[config.mk]
export PLATFORM = sky130hd
export DESIGN_NAME = gates2_selftest_ctrl
export DESIGN_NICKNAME = d
export VERILOG_FILES = /design/src/rtl/gates2_pkg.sv /design/src/rtl/gates2_vec_rom.sv /design/src/rtl/gates2_selftest_ctrl.sv
export SDC_FILE = /design/constraint.sdc
export NUM_CORES = 1
export LEC_CHECK = 0
export ABC_CLOCK_PERIOD_IN_PS = 4800
export BUFFER_PORTS_ARGS = -buffer_cell sky130_fd_sc_hd__clkbuf_2
export CORE_UTILIZATION = 50
export CTS_BUF_LIST = sky130_fd_sc_hd__clkbuf_4 sky130_fd_sc_hd__clkbuf_8 sky130_fd_sc_hd__clkbuf_16
export DETAILED_ROUTE_END_ITERATION = 10
export PLACE_DENSITY = 0.73
export RECOVER_POWER = 100
export SYNTH_ARGS = -nofsm -noshare
export SYNTH_HDL_FRONTEND = slang
export SYNTH_SLANG_ARGS = --single-unit
export TNS_END_PERCENT = 5
[constraint.sdc]
create_clock -name clk -period 4.8 [get_ports clk]
set_input_delay 0.72 -clock clk [delete_from_list [all_inputs] [get_ports clk]]
set_output_delay 0.72 -clock clk [all_outputs]
set_load 0.05 [all_outputs]
[src/rtl/gates2_pkg.sv]
// Shared types and constants for the gates2 self-test controller.
package gates2_pkg;

   typedef enum logic [1:0] {
      StIdle,
      StSettle,
      StCapture,
      StDone
   } state_e;

   // Expected gates2 result bus for each vector in table order.
   localparam logic [5:0] ExpV0 = 6'h15;  // a=0 b=0
   localparam logic [5:0] ExpV1 = 6'h1A;  // a=1 b=0
   localparam logic [5:0] ExpV2 = 6'h1A;  // a=0 b=1
   localparam logic [5:0] ExpV3 = 6'h29;  // a=1 b=1

   // Bit positions on the z bus.
   localparam int unsigned ZAnd  = 5;
   localparam int unsigned ZNand = 4;
   localparam int unsigned ZOr   = 3;
   localparam int unsigned ZNor  = 2;
   localparam int unsigned ZXor  = 1;
   localparam int unsigned ZXnor = 0;

   // Reference gate evaluation, handy when bringing up a new gates2 variant.
   function automatic logic [5:0] gates2_eval(logic a, logic b);
      logic [5:0] z;
      z        = '0;
      z[ZAnd]  = a & b;
      z[ZNand] = ~(a & b);
      z[ZOr]   = a | b;
      z[ZNor]  = ~(a | b);
      z[ZXor]  = a ^ b;
      z[ZXnor] = ~(a ^ b);
      return z;
   endfunction

endpackage

[src/rtl/gates2_vec_rom.sv]
// Combinational vector table: index -> stimulus (a, b) and expected z.
module gates2_vec_rom
   import gates2_pkg::*;
(
   input  logic [1:0] idx_i,
   output logic       a_o,
   output logic       b_o,
   output logic [5:0] exp_z_o
);

   // Index order is {b, a}, so the stimulus bits fall straight out of the index.
   always_comb begin
      a_o     = idx_i[0];
      b_o     = idx_i[1];
      exp_z_o = ExpV0;
      unique case (idx_i)
         2'd0: exp_z_o = ExpV0;
         2'd1: exp_z_o = ExpV1;
         2'd2: exp_z_o = ExpV2;
         2'd3: exp_z_o = ExpV3;
         default: exp_z_o = ExpV0;
      endcase
   end

endmodule

[src/rtl/gates2_selftest_ctrl.sv]
// Self-test sequencer for gates2: applies four vectors, lets each settle,
// captures and compares z_in, and reports pass/fail summary registers.
module gates2_selftest_ctrl
   import gates2_pkg::*;
#(
   parameter int unsigned SETTLE_CYCLES = 4
) (
   input  logic       clk,
   input  logic       clr,
   input  logic       start,
   input  logic [5:0] z_in,
   output logic       a_out,
   output logic       b_out,
   output logic       busy,
   output logic       done,
   output logic       pass,
   output logic [3:0] fail_mask,
   output logic [2:0] err_cnt,
   output logic [5:0] first_fail_z
);

   localparam logic [7:0] CntLoad = 8'(SETTLE_CYCLES - 1);

   state_e     state_q;
   logic [1:0] idx_q;
   logic [7:0] cnt_q;

   logic [1:0] nxt_idx;
   logic       nxt_a;
   logic       nxt_b;
   logic [5:0] nxt_exp_unused;
   logic       cur_a_unused;
   logic       cur_b_unused;
   logic [5:0] cur_exp;
   logic       mismatch;

   // From IDLE the next vector is 0; otherwise it is the one after the current.
   assign nxt_idx  = (state_q == StIdle) ? 2'd0 : idx_q + 2'd1;
   assign mismatch = (z_in != cur_exp);

   gates2_vec_rom u_rom_cur (
      .idx_i   (idx_q),
      .a_o     (cur_a_unused),
      .b_o     (cur_b_unused),
      .exp_z_o (cur_exp)
   );

   gates2_vec_rom u_rom_nxt (
      .idx_i   (nxt_idx),
      .a_o     (nxt_a),
      .b_o     (nxt_b),
      .exp_z_o (nxt_exp_unused)
   );

   // Sequencer FSM with all outputs registered; clr wins over everything.
   always_ff @(posedge clk) begin
      if (clr) begin
         state_q      <= StIdle;
         idx_q        <= 2'd0;
         cnt_q        <= 8'd0;
         a_out        <= 1'b0;
         b_out        <= 1'b0;
         busy         <= 1'b0;
         done         <= 1'b0;
         pass         <= 1'b0;
         fail_mask    <= 4'd0;
         err_cnt      <= 3'd0;
         first_fail_z <= 6'd0;
      end else begin
         done <= 1'b0;
         unique case (state_q)
            StIdle: begin
               if (start) begin
                  state_q      <= StSettle;
                  idx_q        <= 2'd0;
                  cnt_q        <= CntLoad;
                  a_out        <= nxt_a;
                  b_out        <= nxt_b;
                  busy         <= 1'b1;
                  pass         <= 1'b0;
                  fail_mask    <= 4'd0;
                  err_cnt      <= 3'd0;
                  first_fail_z <= 6'd0;
               end
            end
            StSettle: begin
               if (cnt_q == 8'd0) begin
                  state_q <= StCapture;
               end else begin
                  cnt_q <= cnt_q - 8'd1;
               end
            end
            StCapture: begin
               if (mismatch) begin
                  fail_mask[idx_q] <= 1'b1;
                  err_cnt          <= err_cnt + 3'd1;
                  if (err_cnt == 3'd0) begin
                     first_fail_z <= z_in;
                  end
               end
               if (idx_q == 2'd3) begin
                  state_q <= StDone;
                  done    <= 1'b1;
                  // Fold in the final capture, which is not in fail_mask yet.
                  pass    <= (fail_mask == 4'd0) && !mismatch;
               end else begin
                  state_q <= StSettle;
                  idx_q   <= idx_q + 2'd1;
                  cnt_q   <= CntLoad;
                  a_out   <= nxt_a;
                  b_out   <= nxt_b;
               end
            end
            StDone: begin
               state_q <= StIdle;
               idx_q   <= 2'd0;
               busy    <= 1'b0;
               a_out   <= 1'b0;
               b_out   <= 1'b0;
            end
            default: state_q <= StIdle;
         endcase
      end
   end

   logic unused_sink;
   assign unused_sink = ^{cur_a_unused, cur_b_unused, nxt_exp_unused};

endmodule

# [Word level (Yosys, flattened, before mapping)]
# Cells that the tools add are included.
[word_totals] romBits=0 ff_bits=30 mem_count=0 latch_bits=0 inputBits=9 wordCells=90 output_inout_bits=18 ram_bits=0
[op_classes] order_cmp=2 muxes=37 eq_ne=14 multipliers=0 bitwise=2 n_addsub=3 div=0 n_shift=0 reduce_logical=21
[op_table] cell="$mux 8" n=3
[op_table] cell="$pmux 8 s3" n=1
[op_table] cell="$mux 6" n=3
[op_table] cell="$pmux 6 s3" n=1
[op_table] cell="$ne 2x2->1 const B" n=7
[op_table] cell="$mux 2" n=6
[op_table] cell="$pmux 6 s2" n=1
[op_table] cell="$mux 1" n=9
[op_table] cell="$reduce_and 3->1" n=3
[op_table] cell="$eq 2x2->1 const B" n=4
[op_table] cell="$logic_not 8->1" n=1
[op_table] cell="$mux 4" n=2
[op_table] cell="$pmux 2 s4" n=1
[op_table] cell="$pmux 4 s2" n=1
[op_table] cell="$reduce_and 4->1" n=2
[op_table] cell="$sub 8x1->8 const B" n=1
[op_table] cell="$mux 3" n=2
[op_table] cell="$ne 6x6->1" n=1
[op_table] cell="$pmux 1 s3" n=2
[op_table] cell="$pmux 2 s3" n=1
[op_table] cell="$pmux 3 s2" n=1
[op_table] cell="$reduce_bool 3->1" n=2
[op_table] cell="$eq 2x1->1 const B" n=2
[op_table] cell="$logic_not 2->1" n=2
[op_table] cell="other kinds (15)" n=20

# [Longest topological paths before layout]
# Gate-level depths: netlist (run 1).
[logic_depth] ltp_word=8 ltp_mapped=7 mapped_depth_nobuf=6

# [Hierarchy]
# From an unflattened synthesis (run 1), not the netlist that was laid out.
[unflattened] cells_unflattened=205 hier_area_um2=1816.7
[by_module_without_submodules] mod="gates2_selftest_ctrl" seq_area_each_um2=600.6 cells_per_inst=183 n_inst=1 area_per_inst_um2=1649.1
[by_module_without_submodules] mod="gates2_vec_rom" seq_area_each_um2=0.0 cells_per_inst=11 n_inst=2 area_per_inst_um2=83.8

# [Worst setup path before layout (run 1)]
# Ideal clock, no wire load.
[synth_timing] kind="reg2reg" from="register idx_q[0]" to="register first_fail_z[0]" path_stages_with_launch=8 t_required_ns=4.675 arrival_ns=1.946 path_slack_ns=2.728 period_less_slack_ns=2.072 cell_sequence="dfxtp_1 > inv_1 > ha_1 > or3b_1 > a222oi_1 > buf_4 > nand4b_1 > o211ai_2"
[synth_between] elab_chain_cells=6 elab_cells_between_ends=9
[synth_lines] item="start: declaration" line="gates2_selftest_ctrl.sv:25" source="logic [1:0] idx_q;"
[synth_lines] item="start signal: assignment" line="gates2_selftest_ctrl.sv:108" source="idx_q <= idx_q + 2'd1;"
[synth_lines] item="$eq 2x1->1 / $eq 2x2->1 (equally long branches)" line="gates2_vec_rom.sv:16" source="unique case (idx_i)"
[synth_lines] item="$reduce_or 2->1 (no line)"
[synth_lines] item="$pmux 6 s3 (*)" line="gates2_vec_rom.sv:16"
[synth_lines] item="$ne 6x6->1 (*)" line="gates2_selftest_ctrl.sv:39" source="assign mismatch = (z_in != cur_exp);"
[synth_lines] item="$ne 2x2->1 (no line) (*)"
[synth_lines] item="$reduce_and 4->1 (no line) (*)"
[synth_lines] item="end signal: assignment" line="gates2_selftest_ctrl.sv:98" source="first_fail_z <= z_in;"
[synth_lines] item="end: declaration" line="gates2_selftest_ctrl.sv:19" source="output logic [5:0] first_fail_z"
# Mark *: on every way between the ends. The rest lies on a longest branch, timed or not.
# A chain may end at the register's enable or synchronous reset.

# [Worst setup path after layout (run 1)]
[layout_timing] from="register idx_q[0]" to="register err_cnt[0]"
[layout_between] elab_chain_cells=6 elab_cells_between_ends=9
[layout_lines] item="$eq 2x1->1 / $eq 2x2->1 (equally long branches)" line="gates2_vec_rom.sv:16"
[layout_lines] item="$reduce_or 2->1 (no line)"
[layout_lines] item="$pmux 6 s3 (*)" line="gates2_vec_rom.sv:16"
[layout_lines] item="$ne 6x6->1 (*)" line="gates2_selftest_ctrl.sv:39"
[layout_lines] item="$ne 2x2->1 (no line) (*)"
[layout_lines] item="$reduce_and 3->1 (no line) (*)"
[layout_lines] item="end signal: assignment" line="gates2_selftest_ctrl.sv:96" source="err_cnt <= err_cnt + 3'd1;"
[layout_lines] item="end: declaration" line="gates2_selftest_ctrl.sv:18" source="output logic [2:0] err_cnt,"
# Marked as above.

==> run summary, run 1 <==
## Route
• 5.677 — detail-routed via count per cell
• 14.19 um — DR WL/cell
• 1,283 — via total after detailed routing
• 53 — number of DRC markers after the initial detailed-route iteration
• 3206 um — total length of routed wires
• 0 — antenna-violating nets left
• 7 — detailed-routing iteration count for the pre-antenna-repair pass
• 4 — remaining routing DRC violations

## Worst setup path
• flop — kind of launch point of the worst setup path
• 2 — total buffers and inverters traversed by the critical path
• compound AO/OA/AOI/OAI gates — gate family responsible for the most delay along the worst path
• idx_q[0]$_SDFFE_PP0P_ — launching element of the worst setup path
• idx_q[0]$_SDFFE_PP0P_ — reg2reg start
• 8 — biggest fanout along the worst timing path
• flop — type of element capturing the critical path
• flop to flop — type of the worst setup path
• sky130_fd_sc_hd__a222oi_1 — highest-delay cell along the critical path
• 5.03 ns — worst endpoint required time
• inv_1 -> ha_1 -> or3b_1 -> a222oi_1 -> clkbuf_1 -> nor2b_1 -> mux2_2 — ordered cell list for the critical path
• 2.90 ns — worst path arrival time
• 0.58 ns — critical path's largest stage delay

## Logic synthesis
• 167 — Cells after Synth
• 39.38% — area share of the largest cell type after synthesis
• sky130_fd_sc_hd__dfxtp_1 — most numerous cell in the Yosys netlist
• sky130_fd_sc_hd__dfxtp_1 — post-synthesis cell type with the largest combined area
• sky130_fd_sc_hd__dfxtp_1 — top_reg_cell synth
• sky130_fd_sc_hd__dfxtp_1 39%, sky130_fd_sc_hd__ha_1 7.4%, sky130_fd_sc_hd__nand2_1 4.4% — Synth area leaders
• 9.133 um^2 — mean instance size in the synthesized netlist
• 0 — number of enable-type register cells in the synthesized netlist
• 0% — FFs w/ async S/R, synth
• 41 — count of different cell masters after synthesis
• 30 x sky130_fd_sc_hd__dfxtp_1, 18 x sky130_fd_sc_hd__nand2_1, 12 x sky130_fd_sc_hd__a21oi_1 — leading cell types by count after synthesis
• 1525 um^2 — Post-Syn Area
• 185 — total nets after synthesis
• 0 — Ys Warns
• 39.38% — fraction of the yosys area taken by sequential cells
• 30 — register bit count reported by yosys

## Die
• 57.23 um — vertical extent of the die
• 2829 um^2 — core footprint
• 57.23 um — die outline width
• 3275 um^2 — area of the die
• 19 — number of rows created at floorplan
• 53.91% — initial core utilization
• 27 — number of ports placed on the die boundary

## Power
• 331.1 nW/um^2 — Pwr per Cell Area
• 0.2211 mV — maximum ir drop on the vdd rail
• 0.5629 mW — total design power
• 0.6314 nW — standby leakage power

## STA
• 0 ns — Sum Neg Setup Slack
• 40.48% — Max-Slew Margin vs Limit
• no — setup repair after global routing missed its margin
• 0.4688 ns — Hold Slack
• 375.5 MHz — Max Clock Freq
• 0 — Hold Vio Cnt, Final
• 2.663 ns — shortest clock period the worst path allows after layout
• 0.01891 ns — setup skew after layout
• 0.8889 ns — Slew @ Worst Pin
• 55.48% — share of the clock period used by the worst path
• 0 — Final Setup Violations
• 0 — final number of max-transition violations

## Global route
• 0 — initial antenna violation count
• 5333 um — first-pass GRT wire length
• 36.13% — GR Util met2
• 7.937% — met3 Use GR
• 16 — maximum number of pins on one net before global-route repair
• 1,210 — number of global-route vias before repair
• 21.73% — GRT Overall Usage
• 0 — global-route congestion overflow total
• met2 — routing layer with the top usage in global route
• 26.04% — met1 routing resource usage after global routing

## Clock tree
• sky130_fd_sc_hd__clkbuf_4 — root buffer cell
• done — clock tree from TritonCTS
• 0.34 ns — source-to-sink clock delay at the later pin of the worst-skew pair
• 0 — number of buffers inserted for hold repair after clock tree synthesis
• 2 — clock buffer depth
• 0.09 ns — clock transition at the registers of the reported paths
• 0 — Resize count post-CTS
• 5 — CTS buffer count
• 30 — Clock Sink Count
• 0 — post-CTS repair timing setup buffer count
• 2 — number of H-tree levels

## Run status
• design-rule violations — violations in the final reports
• finished with violations — run status

## Worst hold path
• flop to flop — classification of the worst-slack hold path
• b_out$_SDFFE_PP0P_ — beginning of the worst hold path

## Layout
• 212 — layout net count
• 269 — number of fill cells
• 0 — number of diodes
• 11.48% — Area growth syn-to-layout
• 1700 um^2 — Design Area, Final
• 13.33% — fraction of layout cells with a size suffix above 1

## Placement
• 0.8445 — placer congestion estimate
• 26 — I/O Buffers
• 2315 um — half-perimeter wire length after detailed placement
• 1670 um^2 — placement-stage cell area

## Run
• 0 — number of max-capacitance violations reported

## state kept, by name, indices dropped and copies added (netlist names)
register / count
fail_mask: 4
b_out: 1
state_q: 2
pass: 1
first_fail_z: 6
a_out: 1
cnt_q: 8
idx_q: 2
done: 1
busy: 1
err_cnt: 3
## cell type report
cell class	count	area, um^2	area share (%)
multi-input combinational	119	844.6	49.67
clock buffer	7	58.81	3.458
inverter	11	41.29	2.428
timing repair buffer	27	111.4	6.549
sequential	30	600.6	35.32
tap	31	38.79	2.281
clock inverter	1	5.005	0.2943
## per-stage QoR
step | setup WS (ns) | std cells | utilization [%]
2_1_floorplan | 2.728 | 167 | -
3_3_place_gp | 2.321 | 218 | 59.04
3_5_place_dp | 2.269 | 218 | 59.04
4_1_cts | 2.234 | 226 | 61.30
5_1_grt | 1.972 | 226 | 60.11
6_report | 2.137 | 226 | 60.11
## power breakdown
part           total (mW)  internal (mW)  switching [mW]
Clock               0.165         0.0765          0.0887
Sequential          0.281          0.264          0.0171
Combinational       0.117         0.0418          0.0751
Total               0.563          0.382           0.181
## placed cells by master, fill, tap and decap left out, drive strengths merged, types with 5 or more instances in the layout
cell type and n:
inv 11, nor2b 5, xnor2 5, nor2 8, nand2 18, o211ai 5, o21ai 5, nand3b 6
a21oi 12, ha 9, a22o 5, nand4b 5, clkbuf 34, dfxtp 30
## layer usage
metal	share of wire, %	wire [um]	up-vias
met5	0	0	-
met4	1.3	42	0
met2	48	1553	35
li1	-	-	644
met3	5.3	170	5
met1	45	1439	599
## cells by family (layout without fill, tap and decap cells)
group | after synthesis | after routing | share of synthesized area, %
adders and majority gates | 9 | 9 | 7.383
xor gates and xnor gates | 5 | 5 | 2.871
DFF | 30 | 30 | 39.38
and+or+nand+nor | 65 | 65 | 25.51
muxes | 1 | 1 | 0.7383
AOI/OAI and AO/OA | 39 | 39 | 19.36
buffers and inverters | 18 | 46 | 4.757
## worst register-to-register path: stages, from the launching register on
cell,delay (ns)
sky130_fd_sc_hd__dfxtp_1,0.39
sky130_fd_sc_hd__inv_1,0.10
sky130_fd_sc_hd__ha_1,0.35
sky130_fd_sc_hd__or3b_1,0.39
sky130_fd_sc_hd__a222oi_1,0.58
sky130_fd_sc_hd__clkbuf_1,0.31
sky130_fd_sc_hd__nor2b_1,0.17
sky130_fd_sc_hd__mux2_2,0.28
## path summary, 6_finish.rpt
check	slack [ns]	cells after the start	to
max reg2reg	2.14	7	err_cnt[0]$_SDFFE_PP0P_
max	2.14	7	err_cnt[0]$_SDFFE_PP0P_
min	0.47	2	b_out$_SDFFE_PP0P_
min reg2reg	0.47	2	b_out$_SDFFE_PP0P_
No activity file was read; power rests on OpenSTA's default activity.
==> inputs of run 2 (changes only) <==
ABC_CLOCK_PERIOD_IN_PS = 2600   (was 4800)
clock period = 2.6 ns   (was 4.8 ns; I/O delays follow)
==> run 2 against run 1 <==
Net effect:
- sequential power increased by 84%
- cell count unchanged
- design area increased by 0.22%
- critical endpoint is now first_fail_z[0]$_SDFFE_PP0P_
- register-to-register slack got worse by 1.8 ns
- highest routed layer unchanged
- the flow still finishes with violations (design-rule violations)
- clock skew decreased by 0.0095 ns
- global-route usage decreased by 0.62 points
- die area unchanged
- worst setup slack got worse by 1.8 ns
- via count increased by 0.23%
- routed wire length decreased by 2.4%
- non-clock buffer count increased by 1
- flip-flop and latch count unchanged
==> run summary, run 2 (same netlist as run 1, synthesis figures left out) <==
## Die
• 2829 um^2 — core footprint
• 57.23 um — vertical extent of the die
• 19 — number of rows created at floorplan
• 3275 um^2 — area of the die
• 27 — number of ports placed on the die boundary
• 57.23 um — die outline width
• 53.91% — initial core utilization

## STA
• 0 — Hold Vio Cnt, Final
• 0.6218 ns — Slew @ Worst Pin
• 58.46% — Max-Slew Margin vs Limit
• 85.17% — share of the clock period used by the worst path
• 2.214 ns — shortest clock period the worst path allows after layout
• 451.6 MHz — Max Clock Freq
• 0 — Final Setup Violations
• 0.3857 ns — final critical-path setup slack
• 0 — final number of max-transition violations
• 0.009374 ns — setup skew after layout
• 0 ns — Sum Neg Setup Slack
• no — setup repair after global routing missed its margin

## Worst hold path
• 3 — depth of the worst hold-timing path
• z_in[5] — beginning of the worst hold path
• first_fail_z[5]$_SDFFE_PP0P_ — hold-critical path endpoint
• primary input to flop — classification of the worst-slack hold path

## Worst setup path
• flop — type of element capturing the critical path
• 2.81 ns — worst endpoint required time
• flop — kind of launch point of the worst setup path
• 0.41 ns — critical path's largest stage delay
• flop to flop — type of the worst setup path
• 11 — biggest fanout along the worst timing path
• sky130_fd_sc_hd__dfxtp_1 — highest-delay cell along the critical path
• inv_1 -> ha_1 -> or3b_1 -> a222oi_1 -> buf_4 -> nand4b_1 -> o211ai_2 — ordered cell list for the critical path
• 7 — cells on worst reg2reg path
• idx_q[0]$_SDFFE_PP0P_ — reg2reg start
• first_fail_z[0]$_SDFFE_PP0P_ — capture instance of the worst register-to-register path
• 0.39 ns — Register-to-Register Setup Slack
• 2.43 ns — worst path arrival time

## Route
• 1,286 — via total after detailed routing
• 0 — antenna-violating nets left
• 7 — detailed-routing iteration count for the pre-antenna-repair pass
• 4 — remaining routing DRC violations
• 5.690 — detail-routed via count per cell
• 13.85 um — DR WL/cell
• 37 — number of DRC markers after the initial detailed-route iteration
• 3130 um — total length of routed wires

## Placement
• 26 — I/O Buffers
• 2318 um — half-perimeter wire length after detailed placement
• 0.7435 — placer congestion estimate
• 0.4117 ns — setup slack after placement
• 219 — placed cell count

## Global route
• 1,169 — number of global-route vias before repair
• 5216 um — first-pass GRT wire length
• 21.10% — GRT Overall Usage
• 16 — maximum number of pins on one net before global-route repair
• 0 — initial antenna violation count
• 0 — global-route congestion overflow total

## Layout
• 0 — number of diodes
• 11.73% — Area growth syn-to-layout
• 8 — max FFs per register
• 60.24% — end-of-flow core utilization
• 226 — Finished Layout Cells
• cnt_q — register bank with the most flops
• 30 x sky130_fd_sc_hd__dfxtp_1, 18 x sky130_fd_sc_hd__nand2_1, 18 x sky130_fd_sc_hd__clkbuf_1, 12 x sky130_fd_sc_hd__a21oi_1, 11 x sky130_fd_sc_hd__inv_1 — most used cells in the layout excluding fill and tap cells
• cnt_q x8, first_fail_z x6, fail_mask x4 — registers with the highest flip-flop counts
• 11.28% — fraction of layout cells with a size suffix above 1
• 213 — layout net count
• sky130_fd_sc_hd__dfxtp_1 — most frequent standard cell in the layout excluding fill and tap cells

## Power
• 1.108 mW — total design power
• 0.6342 nW — standby leakage power
• 650.3 nW/um^2 — Pwr per Cell Area
• 0.3004 mV — maximum ir drop on the vdd rail

## Clock tree
• done — clock tree from TritonCTS
• 2 — clock buffer depth
• 0.09 ns — clock transition at the registers of the reported paths
• 5 — CTS buffer count
• 0 — post-CTS repair timing setup buffer count
• 0 — number of buffers inserted for hold repair after clock tree synthesis
• 30 — Clock Sink Count
• sky130_fd_sc_hd__clkbuf_4 — root buffer cell
• 0.33 ns — source-to-sink clock delay at the later pin of the worst-skew pair
• 0 — Resize count post-CTS
• 2 — number of H-tree levels

## Run status
• design-rule violations — violations in the final reports
• finished with violations — run status

## Run
• 0 — number of max-capacitance violations reported

==> run 2: how the worst max path moves through the flow <==
stage | to | depth (start not counted) | from
after floorplan | first_fail_z[0]$_SDFFE_PP0P_ | 7 | idx_q[0]$_SDFFE_PP0P_
after global placement | first_fail_z[3]$_SDFFE_PP0P_ | 7 | idx_q[0]$_SDFFE_PP0P_
after detailed placement | first_fail_z[5]$_SDFFE_PP0P_ | 7 | idx_q[0]$_SDFFE_PP0P_
after CTS | first_fail_z[0]$_SDFFE_PP0P_ | 7 | idx_q[0]$_SDFFE_PP0P_
after global routing | first_fail_z[4]$_SDFFE_PP0P_ | 7 | idx_q[0]$_SDFFE_PP0P_
final | first_fail_z[0]$_SDFFE_PP0P_ | 7 | idx_q[0]$_SDFFE_PP0P_
==> run 2: area by class of cell <==
| type | count | area [um^2] |
|---|---|---|
| Multi-Input combinational cell | 119 | 819.5 |
| Clock buffer | 6 | 51.30 |
| Fill cell | 258 | 1125 |
| Inverter | 11 | 41.29 |
| Tap cell | 31 | 38.79 |
| Clock inverter | 1 | 30.03 |
| Timing Repair Buffer | 28 | 122.6 |
| Sequential cell | 30 | 600.6 |
==> run 2: worst max-delay path: cells and delay by family, from the launching register on <==
family,cells,cell delay [ns]
AOI/OAI and AO/OA,2,0.46
adders and majority gates,1,0.34
buffers and inverters,2,0.35
DFF,1,0.41
and+or+nand+nor,2,0.53
==> run 2: power by group <==
| part | total, mW | switching [mW] | internal (mW) | leakage, nW |
|---|---|---|---|---|
| combinational | 0.214 | 0.136 | 0.0779 | 0.346 |
| clock | 0.376 | 0.153 | 0.224 | 0.0443 |
| sequential | 0.518 | 0.0309 | 0.487 | 0.244 |
| total | 1.11 | 0.320 | 0.788 | 0.634 |
==> run 2: per-layer routing <==
layer  global-route usage (%)  wire [um]  up-vias
met1                    26.90       1488      605
met4                    10.45         56        0
li1                         -          -      649
met3                    5.442        127        6
met5                        0          0        -
met2                    33.28       1458       26
==> run 2: stage by stage <==
| step | hold slack (ns) | cell area (um^2) |
|---|---|---|
| floorplan | 0.4616 | 1525 |
| global placement | 0.4462 | 1678 |
| detailed placement | 0.4514 | 1678 |
| CTS | 0.3983 | 1759 |
| global route | 0.4061 | 1704 |
| finish | 0.3965 | 1704 |
